--- config.mk ---
export PLATFORM = sky130hd
export DESIGN_NAME = uart_tx_core
export DESIGN_NICKNAME = d
export VERILOG_FILES = /design/src/rtl/uart_pkg.sv /design/src/rtl/uart_tx_bit_timer.sv /design/src/rtl/uart_tx_core.sv
export SDC_FILE = /design/constraint.sdc
export NUM_CORES = 1
export LEC_CHECK = 0
export ABC_AREA = 0
export CORE_AREA = 2 2 54 106
export DETAILED_ROUTE_END_ITERATION = 8
export DIE_AREA = 0 0 56 108
export HOLD_SLACK_MARGIN = 0.05
export PLACE_DENSITY = 0.48
export SYNTH_ARGS = -nofsm -noshare
export SYNTH_HDL_FRONTEND = slang
export SYNTH_SLANG_ARGS = --single-unit
--- constraint.sdc ---
create_clock -name i_clk -period 5.66 [get_ports i_clk]
set_input_delay 0.566 -clock i_clk [delete_from_list [all_inputs] [get_ports i_clk]]
set_output_delay 0.566 -clock i_clk [all_outputs]
set_load 0.03 [all_outputs]
--- src/rtl/uart_pkg.sv ---
// uart_pkg: state, field encodings and constants shared by the UART TX and RX cores.
package uart_pkg;
    typedef enum logic [2:0] {IDLE, START, DATA, PARITY, STOP} tx_state_e;
    typedef enum logic [1:0] {BITS_5, BITS_6, BITS_7, BITS_8} data_bits_e;
    localparam int unsigned DATA_BITS_BASE = 5;
    function automatic logic [3:0] data_bit_count(input data_bits_e f);
        return 4'(DATA_BITS_BASE) + 4'(f);
    endfunction
endpackage

--- src/rtl/uart_tx_bit_timer.sv ---
// uart_tx_bit_timer: counts baud ticks within one serial bit and flags the tick that ends it.
module uart_tx_bit_timer #(
    parameter int OSR = 16
) (
    input  logic i_clk,
    input  logic i_rst,
    input  logic clear,
    input  logic tick,
    output logic bit_end
);
    localparam int CW = $clog2(OSR);
    logic [CW-1:0] cnt;
    assign bit_end = tick && cnt == CW'(OSR - 1);
    always_ff @(posedge i_clk or posedge i_rst)
        if (i_rst) cnt <= '0;
        else if (clear) cnt <= '0;
        else if (tick) cnt <= bit_end ? '0 : cnt + 1'b1;
endmodule

--- src/rtl/uart_tx_core.sv ---
// uart_tx_core: UART transmitter, start + 5-8 data bits LSB first + 1/2 stop bits.
// Parity bit support is compiled in when UART_TX_PARITY_EN is defined.
module uart_tx_core import uart_pkg::*; #(
    parameter int OSR        = 16,
    parameter int DATA_WIDTH = 8
) (
    input  logic                  i_clk,
    input  logic                  i_rst,
    input  logic                  i_baud_tick,
    input  logic [DATA_WIDTH-1:0] i_data,
    input  logic                  i_valid,
    output logic                  o_ready,
    input  logic [1:0]            i_data_bits,
    input  logic                  i_stop_2,
    input  logic                  i_parity_en,
    input  logic                  i_parity_odd,
    output logic                  o_tx,
    output logic                  o_busy,
    output logic                  o_done
);
    localparam logic [2:0] S_IDLE   = 3'(IDLE);
    localparam logic [2:0] S_START  = 3'(START);
    localparam logic [2:0] S_DATA   = 3'(DATA);
    localparam logic [2:0] S_PARITY = 3'(PARITY);
    localparam logic [2:0] S_STOP   = 3'(STOP);

    logic [2:0]            state, nxt_state;
    logic [DATA_WIDTH-1:0] sh, nxt_sh;
    logic [3:0]            cnt, nxt_cnt, nbits_q;
    logic                  stop2_q, bit_end, accept, done, go_par, par_bit, nxt_tx;

    assign accept = state == S_IDLE && i_valid;

    uart_tx_bit_timer #(.OSR(OSR)) u_timer (
        .i_clk   (i_clk),
        .i_rst   (i_rst),
        .clear   (state == S_IDLE),
        .tick    (i_baud_tick),
        .bit_end (bit_end)
    );

`ifdef UART_TX_PARITY_EN
    logic                  par_en_q, par_q;
    logic [DATA_WIDTH-1:0] mask;
    assign mask = ~({DATA_WIDTH{1'b1}} << data_bit_count(data_bits_e'(i_data_bits)));
    // Parity is fixed at accept, so the PARITY state just replays it.
    always_ff @(posedge i_clk or posedge i_rst)
        if (i_rst) begin
            par_en_q <= 1'b0;
            par_q    <= 1'b0;
        end else if (accept) begin
            par_en_q <= i_parity_en;
            par_q    <= ^(i_data & mask) ^ i_parity_odd;
        end
    assign go_par  = par_en_q;
    assign par_bit = par_q;
`else
    logic unused_parity;
    assign unused_parity = i_parity_en ^ i_parity_odd;
    assign go_par  = 1'b0;
    assign par_bit = 1'b1;
`endif

    always_comb begin
        nxt_state = state;
        nxt_sh    = sh;
        nxt_cnt   = cnt;
        done      = 1'b0;
        case (state)
            S_IDLE: if (i_valid) begin
                nxt_state = S_START;
                nxt_sh    = i_data;
                nxt_cnt   = '0;
            end
            S_START: if (bit_end) nxt_state = S_DATA;
            S_DATA: if (bit_end) begin
                nxt_sh  = sh >> 1;
                nxt_cnt = cnt + 4'd1;
                if (cnt == nbits_q - 4'd1) begin
                    nxt_state = go_par ? S_PARITY : S_STOP;
                    nxt_cnt   = '0;
                end
            end
`ifdef UART_TX_PARITY_EN
            S_PARITY: if (bit_end) nxt_state = S_STOP;
`endif
            S_STOP: if (bit_end) begin
                nxt_cnt = cnt + 4'd1;
                if (cnt == {3'b000, stop2_q}) begin
                    nxt_state = S_IDLE;
                    done      = 1'b1;
                end
            end
            default: nxt_state = S_IDLE;
        endcase
    end

    // Line level is derived from the next state so o_tx is a clean register output.
    assign nxt_tx = nxt_state == S_START ? 1'b0 :
                    nxt_state == S_DATA ? nxt_sh[0] :
                    nxt_state == S_PARITY ? par_bit : 1'b1;

    always_ff @(posedge i_clk or posedge i_rst)
        if (i_rst) begin
            state   <= S_IDLE;
            sh      <= '0;
            cnt     <= '0;
            nbits_q <= '0;
            stop2_q <= 1'b0;
            o_tx    <= 1'b1;
            o_ready <= 1'b1;
            o_busy  <= 1'b0;
            o_done  <= 1'b0;
        end else begin
            state <= nxt_state;
            sh    <= nxt_sh;
            cnt   <= nxt_cnt;
            if (accept) begin
                nbits_q <= data_bit_count(data_bits_e'(i_data_bits));
                stop2_q <= i_stop_2;
            end
            o_tx    <= nxt_tx;
            o_ready <= nxt_state == S_IDLE;
            o_busy  <= nxt_state != S_IDLE;
            o_done  <= done;
        end
endmodule

==> results of run 1 <==
[kinds of logic (layout without fill, tap and decap cells)]
family                     Yosys count  after routing  share of synthesized area, %
and+or+nand+nor                     51             51                          20.4
buffers and inverters               13             30                          5.00
muxes                                5              5                          3.45
xor gates and xnor gates             9              9                          6.07
AOI/OAI and AO/OA                   31             31                          15.7
adders and majority gates            4              4                          3.28
DFF                                 28             28                          46.1
[worst max-delay path, stage by stage]
cell and delay (ps):
clkdlybuf4s50_1 630, nand4_1 350, nor3_4 290, o32ai_2 140
or4b_1 530
[per-stage QoR]
step / std cells / instance area [um2] / utilization, % / power, uW / hold WS (ps)
final: 216 / 1810 / 34.8 / 764 / 489
after global routing: 216 / 1810 / 34.8 / 822 / 510
after CTS: 216 / 1810 / 34.8 / 774 / 495
after detailed placement: 212 / 1740 / 33.5 / 612 / 468
after global placement: 212 / 1740 / 33.5 / 601 / 459
after floorplan: 141 / 1530 / - / 537 / 446
[cell type report]
class,instances,area (um2)
Tap cell,58,72.6
Clock inverter,1,30.0
Multi-Input combinational cell,100,746
Fill cell,544,3380
Sequential cell,28,703
Inverter,7,26.3
Timing Repair Buffer,19,188
Clock buffer,3,41.3
[how the worst min path moves through the flow]
stage / depth (start not counted) / startpoint / to / slack (ps)
after floorplan: 2 / sh[2]$_DFFE_PP0P_ / sh[2]$_DFFE_PP0P_ / 450
after global placement: 2 / sh[3]$_DFFE_PP0P_ / sh[3]$_DFFE_PP0P_ / 460
after detailed placement: 2 / sh[5]$_DFFE_PP0P_ / sh[5]$_DFFE_PP0P_ / 470
after CTS: 2 / sh[5]$_DFFE_PP0P_ / sh[5]$_DFFE_PP0P_ / 490
after global routing: 2 / sh[0]$_DFF_PP0_ / sh[0]$_DFF_PP0_ / 510
final: 2 / sh[5]$_DFFE_PP0P_ / sh[5]$_DFFE_PP0P_ / 490
[placed cells by master, fill, tap and decap left out, types with 2 or more instances in the layout]
cell type,instances
dfrtp_1,26
clkdlybuf4s50_1,18
nand2_1,15
nor2_1,8
a22oi_1,8
inv_1,7
xor2_1,6
o21ai_0,6
a21oi_1,4
ha_1,4
and2_1,3
nand3_1,3
mux2i_1,3
clkbuf_8,3
nor3b_1,2
nor3_1,2
xnor2_1,2
o31ai_1,2
or4_1,2
or3_1,2
mux2_2,2
dfstp_2,2
[per-layer routing]
metal | track usage, % | vias to the layer above
met4 | 4.76 | 0
met1 | 11.7 | 532
met5 | 0 | -
met2 | 21.1 | 13
li1 | - | 542
met3 | 1.20 | 4
[cell usage after synthesis, types with 2 or more instances]
master / n
nor3_1: 2
xnor2_1: 2
ha_1: 4
and2_1: 3
or3_1: 2
a21oi_1: 4
buf_6: 3
nand2_1: 15
nor3b_1: 2
xor2_1: 6
a22oi_1: 8
dfrtp_1: 26
inv_1: 7
o21ai_0: 6
nor2_1: 8
o31ai_1: 2
nand3_1: 3
mux2_2: 2
mux2i_1: 3
dfstp_2: 2
or4_1: 2
[registers in the layout, indices dropped and copies added (netlist names)]
signal and flops:
o_done 1, o_ready 1, sh 8, nbits_q 4
stop2_q 1, cnt 4, state 3, o_tx 1
o_busy 1, u_timer.cnt 4
[power groups by stage]
stage,combinational (uW),clock (uW),sequential (uW)
2_1_floorplan,197,0,339
5_1_grt,302,170,351
3_3_place_gp,262,0,339
4_1_cts,269,164,341
6_report,265,159,340
3_5_place_dp,267,0,345
==> out/metrics.cfg, run 1 <==
[setup_path]
startpoint=i_baud_tick
setup.worst_path.start_class=primary input
crit_type=primary input to flop
setup.worst_path.end_class=flop
rrSetupSlack_ps=3590
cp-endpoint=o_busy$_DFF_PP0_
cp_max_fo=7
worstPathRequired_ps=5810
arrival_ps=2500
reg2reg_to=o_busy$_DFF_PP0_
rr_worst_depth=5
r2r-start=u_timer.cnt[0]$_DFFE_PP0P_

[pwr]
power.density_mw_per_mm2=423
pwr-share-seq_pct=44.5
netSwitchingPower_uw=268
p_clk_share_pct=20.8
swShare_pct=35.0
intPower_uw=497
leakage_uw=0.000771
combPwrFrac_pct=34.7
peakVddDrop_uv=205

[yosys]
syn_inst=141
synth.top_cell.area_share_pct=42.7
avgSynthCellArea_um2=10.8
synth_top_area_cell=dfrtp_1
synthArstFlopShare_pct=100
yosysWarnings=0
synth_area_mm2=0.00153
ys_top_cells_by_area=dfrtp_1, a22oi_1, nand2_1
ys_seq_area_share_pct=46.1
ys_types=50
synth_edf_count=0
yosys_most_used_dff=dfrtp_1
ys_seq_elements=28
syn_nets=162

[detailed_routing]
drt-vias-per-instance=5.05
met1_length_um=1250
drc=0
dr_wl_met3_um=71
dr_total_vias=1091
first_iter_violations=29
highest_layer=met4
wl_per_cell_um=14.7
wl_met2_um=1790
routed_wirelength_um=3170
postRouteAntennaNets=0
drt_pre_antenna_iters=4

[clock_network]
h-tree-depth=1
cts_tree=done
postCtsSetupBuffers=0
clock_path_buffers=2
clock-sinks=28
clkLatencyLatePin_ps=270
clk_pin_slew_worst_paths_ps=100
cts_hold_buf=0
cts-root-buf=clkbuf_8
cts_inserted_buffers=3
cts_resized=0

[global_route]
grt_antenna_before_repair=0
grt_max_degree=29
grt_use_total_pct=11.0
grt_remaining_overflow=0
grt_pass1_wl_um=5250
grt_pass1_vias=1142

[sta]
rsz0062_at_grt=no
fin_crit_sh_pct=41.4
fmax_mhz=426
fin_setup_tns_ps=0
relSlewSlack_pct=28.9
hold_violations=0
skew_ps=2.63
drv_slew=0
setup_viol=0
worst_pin_slew_ps=1070
fin_ws_ps=3310
period_needed_ps=2350

[finish]
syn_to_final_growth_pct=18.5
antenna_cells=0
drive_above_1_share_pct=13.9
fin_nets=180

[die]
fp.coreArea_mm2=0.00518
die-area_mm2=0.00605
start_util_pct=29.4
chipWidth_um=56
die_h_um=108
num_rows=37
io_pins=21

[run_status]
outcome=finished, final reports clean

[placed_design]
dp_hpwl_um=2380
port-buffer-count=18
pre_cts_ws_ps=3040
place_congestion=0.769

[min_path]
hold_path_class=flop to flop

[run]
drv_cap=0

No activity file was read; power rests on OpenSTA's default activity.
==> run 2, diff against run 1 <==
--- a/config.mk
+++ b/config.mk
@@ -10,7 +10,7 @@
 export DETAILED_ROUTE_END_ITERATION = 8
 export DIE_AREA = 0 0 56 108
 export HOLD_SLACK_MARGIN = 0.05
-export PLACE_DENSITY = 0.48
+export PLACE_DENSITY = 0.49
 export SYNTH_ARGS = -nofsm -noshare
 export SYNTH_HDL_FRONTEND = slang
 export SYNTH_SLANG_ARGS = --single-unit
==> constraint.sdc (replaced) <==
create_clock -name i_clk -period 2 [get_ports i_clk]
set_input_delay 0.2 -clock i_clk [delete_from_list [all_inputs] [get_ports i_clk]]
set_output_delay 0.2 -clock i_clk [all_outputs]
set_load 0.03 [all_outputs]
==> run 2 against run 1 <==
Flip-flop and latch count did not move. Count of clock-buffer cells in the layout did not move. Clock skew fell by 0.63 ps. Sequential power rose to 2.7 times the previous value. Via count rose by 6.0%. Register-to-register slack got worse by 3500 ps. Cell count rose by 6.0%. Non-clock buffer count rose by 13. Hold slack got worse by 210 ps. Global-route usage rose by 0.55 points. Utilization rose by 2.1 points. Power rose to 3.0 times the previous value.
==> out/metrics.cfg, run 2 (synthesis gave the netlist of run 1 again) <==
[placed_design]
port-buffer-count=18
dp_hpwl_um=2550
place_area_mm2=0.00185
place_congestion=0.819

[detailed_routing]
wl_per_cell_um=14.1
routed_wirelength_um=3220
drt-vias-per-instance=5.05
first_iter_violations=22
drc=0
drt_pre_antenna_iters=4
postRouteAntennaNets=0
dr_total_vias=1156

[sta]
drv_slew=0
fin_crit_sh_pct=94.3
whs_ps=280
fin_setup_tns_ps=0
relSlewSlack_pct=68.7
worst_pin_slew_ps=465
fmax_mhz=530
setup_viol=0
hold_violations=0
rsz0062_at_grt=no
period_needed_ps=1890
skew_ps=2.00

[clock_network]
clock_path_buffers=2
postCtsSetupBuffers=0
cts_inserted_buffers=3
cts-root-buf=clkbuf_8
cts_resized=0
cts_tree=done
clock-sinks=28
h-tree-depth=1
clk_pin_slew_worst_paths_ps=100
cts_hold_buf=0
clkLatencyLatePin_ps=280

[die]
start_util_pct=29.4
die-area_mm2=0.00605
chipWidth_um=56
fp.coreArea_mm2=0.00518
die_h_um=108
io_pins=21
num_rows=37

[setup_path]
cp_top_family=simple AND/OR/NAND/NOR gates
setup.worst_path.end_class=flop
slowest_delay_ps=530
crit_slowest_cell=or4b_1
worst-path-buf-inv=1
crit_type=flop to flop
setup.worst_path.start_class=flop
arrival_ps=2040
path_cells=ha_1 -> nand4_1 -> buf_4 -> nor3_4 -> o32ai_2 -> or4b_1
worstPathRequired_ps=2150
cp_max_fo=4

[run_status]
outcome=finished, final reports clean

[global_route]
grt_remaining_overflow=0
grt_use_total_pct=11.5
grt_antenna_before_repair=0
grt_max_degree=29
grt_pass1_wl_um=5500
grt_pass1_vias=1240

[finish]
fin_nets=193
final_common_cell=dfrtp_1
multiInputGateArea_um2=746
largest_reg_flops=8
design_area_mm2=0.00192
antenna_cells=0
final_cell_mix=dfrtp_1, clkdlybuf4s50_1, nand2_1
ff_latch_area_um2=703
syn_to_final_growth_pct=25.7
drive_above_1_share_pct=20.5
fill_cells=536
top_register=sh

[min_path]
hold_path_class=primary input to async pin

[pwr]
power.density_mw_per_mm2=1180
peakVddDrop_uv=530
leakage_uw=0.000836

[run]
drv_cap=0

[run 2: cell count changes in the layout (fill, tap and decap cells not counted), sizes merged]
| cell | before | now |
|---|---|---|
| buf | 1 | 14 |
[run 2: final cells by class]
class | instances | share of cell area [%]
Timing Repair Buffer | 32 | 15.5
Sequential cell | 28 | 36.7
Inverter | 7 | 1.37
Tap cell | 58 | 3.79
Multi-Input combinational cell | 100 | 38.9
Clock buffer | 3 | 2.15
Clock inverter | 1 | 1.57
[run 2: final timing paths]
path,cells after the start,end,from,slack [ps]
setup / recovery,6,o_busy$_DFF_PP0_,u_timer.cnt[1]$_DFFE_PP0P_,110
hold / removal,3,o_busy$_DFF_PP0_,i_rst,280
setup reg to reg,6,o_busy$_DFF_PP0_,u_timer.cnt[1]$_DFFE_PP0P_,110
hold reg to reg,2,sh[0]$_DFF_PP0_,sh[0]$_DFF_PP0_,490
max in group asynchronous,3,o_ready$_DFF_PP1_,i_rst,1410
min in group i_clk,2,sh[0]$_DFF_PP0_,sh[0]$_DFF_PP0_,490
[run 2: through the flow]
step / power [uW] / std cells / utilization [%] / setup WS (ps)
after global placement: 1790 / 225 / 35.6 / 46.0
after detailed placement: 1830 / 225 / 35.6 / 36.6
after CTS: 2290 / 229 / 37.0 / 68.8
final: 2260 / 229 / 37.0 / 114
after floorplan: 1520 / 141 / - / 184
after global routing: 2430 / 229 / 37.0 / 16.8
[run 2: power by group]
part           switching (uW)  internal (uW)  leakage [uW]  total [uW]
Clock                     180            268     0.0000357         448
Combinational             444            431      0.000455         875
Sequential                157            776      0.000345         933
[run 2: worst register-to-register path: cells and delay by family (launching register included)]
kind | cells | cell delay (ps)
and+or+nand+nor | 3 | 830
DFF | 1 | 410
adders and majority gates | 1 | 240
buffers and inverters | 1 | 170
AOI/OAI and AO/OA | 1 | 120
[run 2: per-layer routing]
| layer | vias up | routed length, um | share of wire (%) | global-route usage [%] |
|---|---|---|---|---|
| met5 | - | 0 | 0 | 0 |
| met4 | 0 | 108 | 3.4 | 6.12 |
| met3 | 9 | 57 | 1.8 | 1.20 |
| met2 | 18 | 1880 | 58 | 22.4 |
| met1 | 561 | 1170 | 36 | 11.7 |
| li1 | 568 | - | - | - |
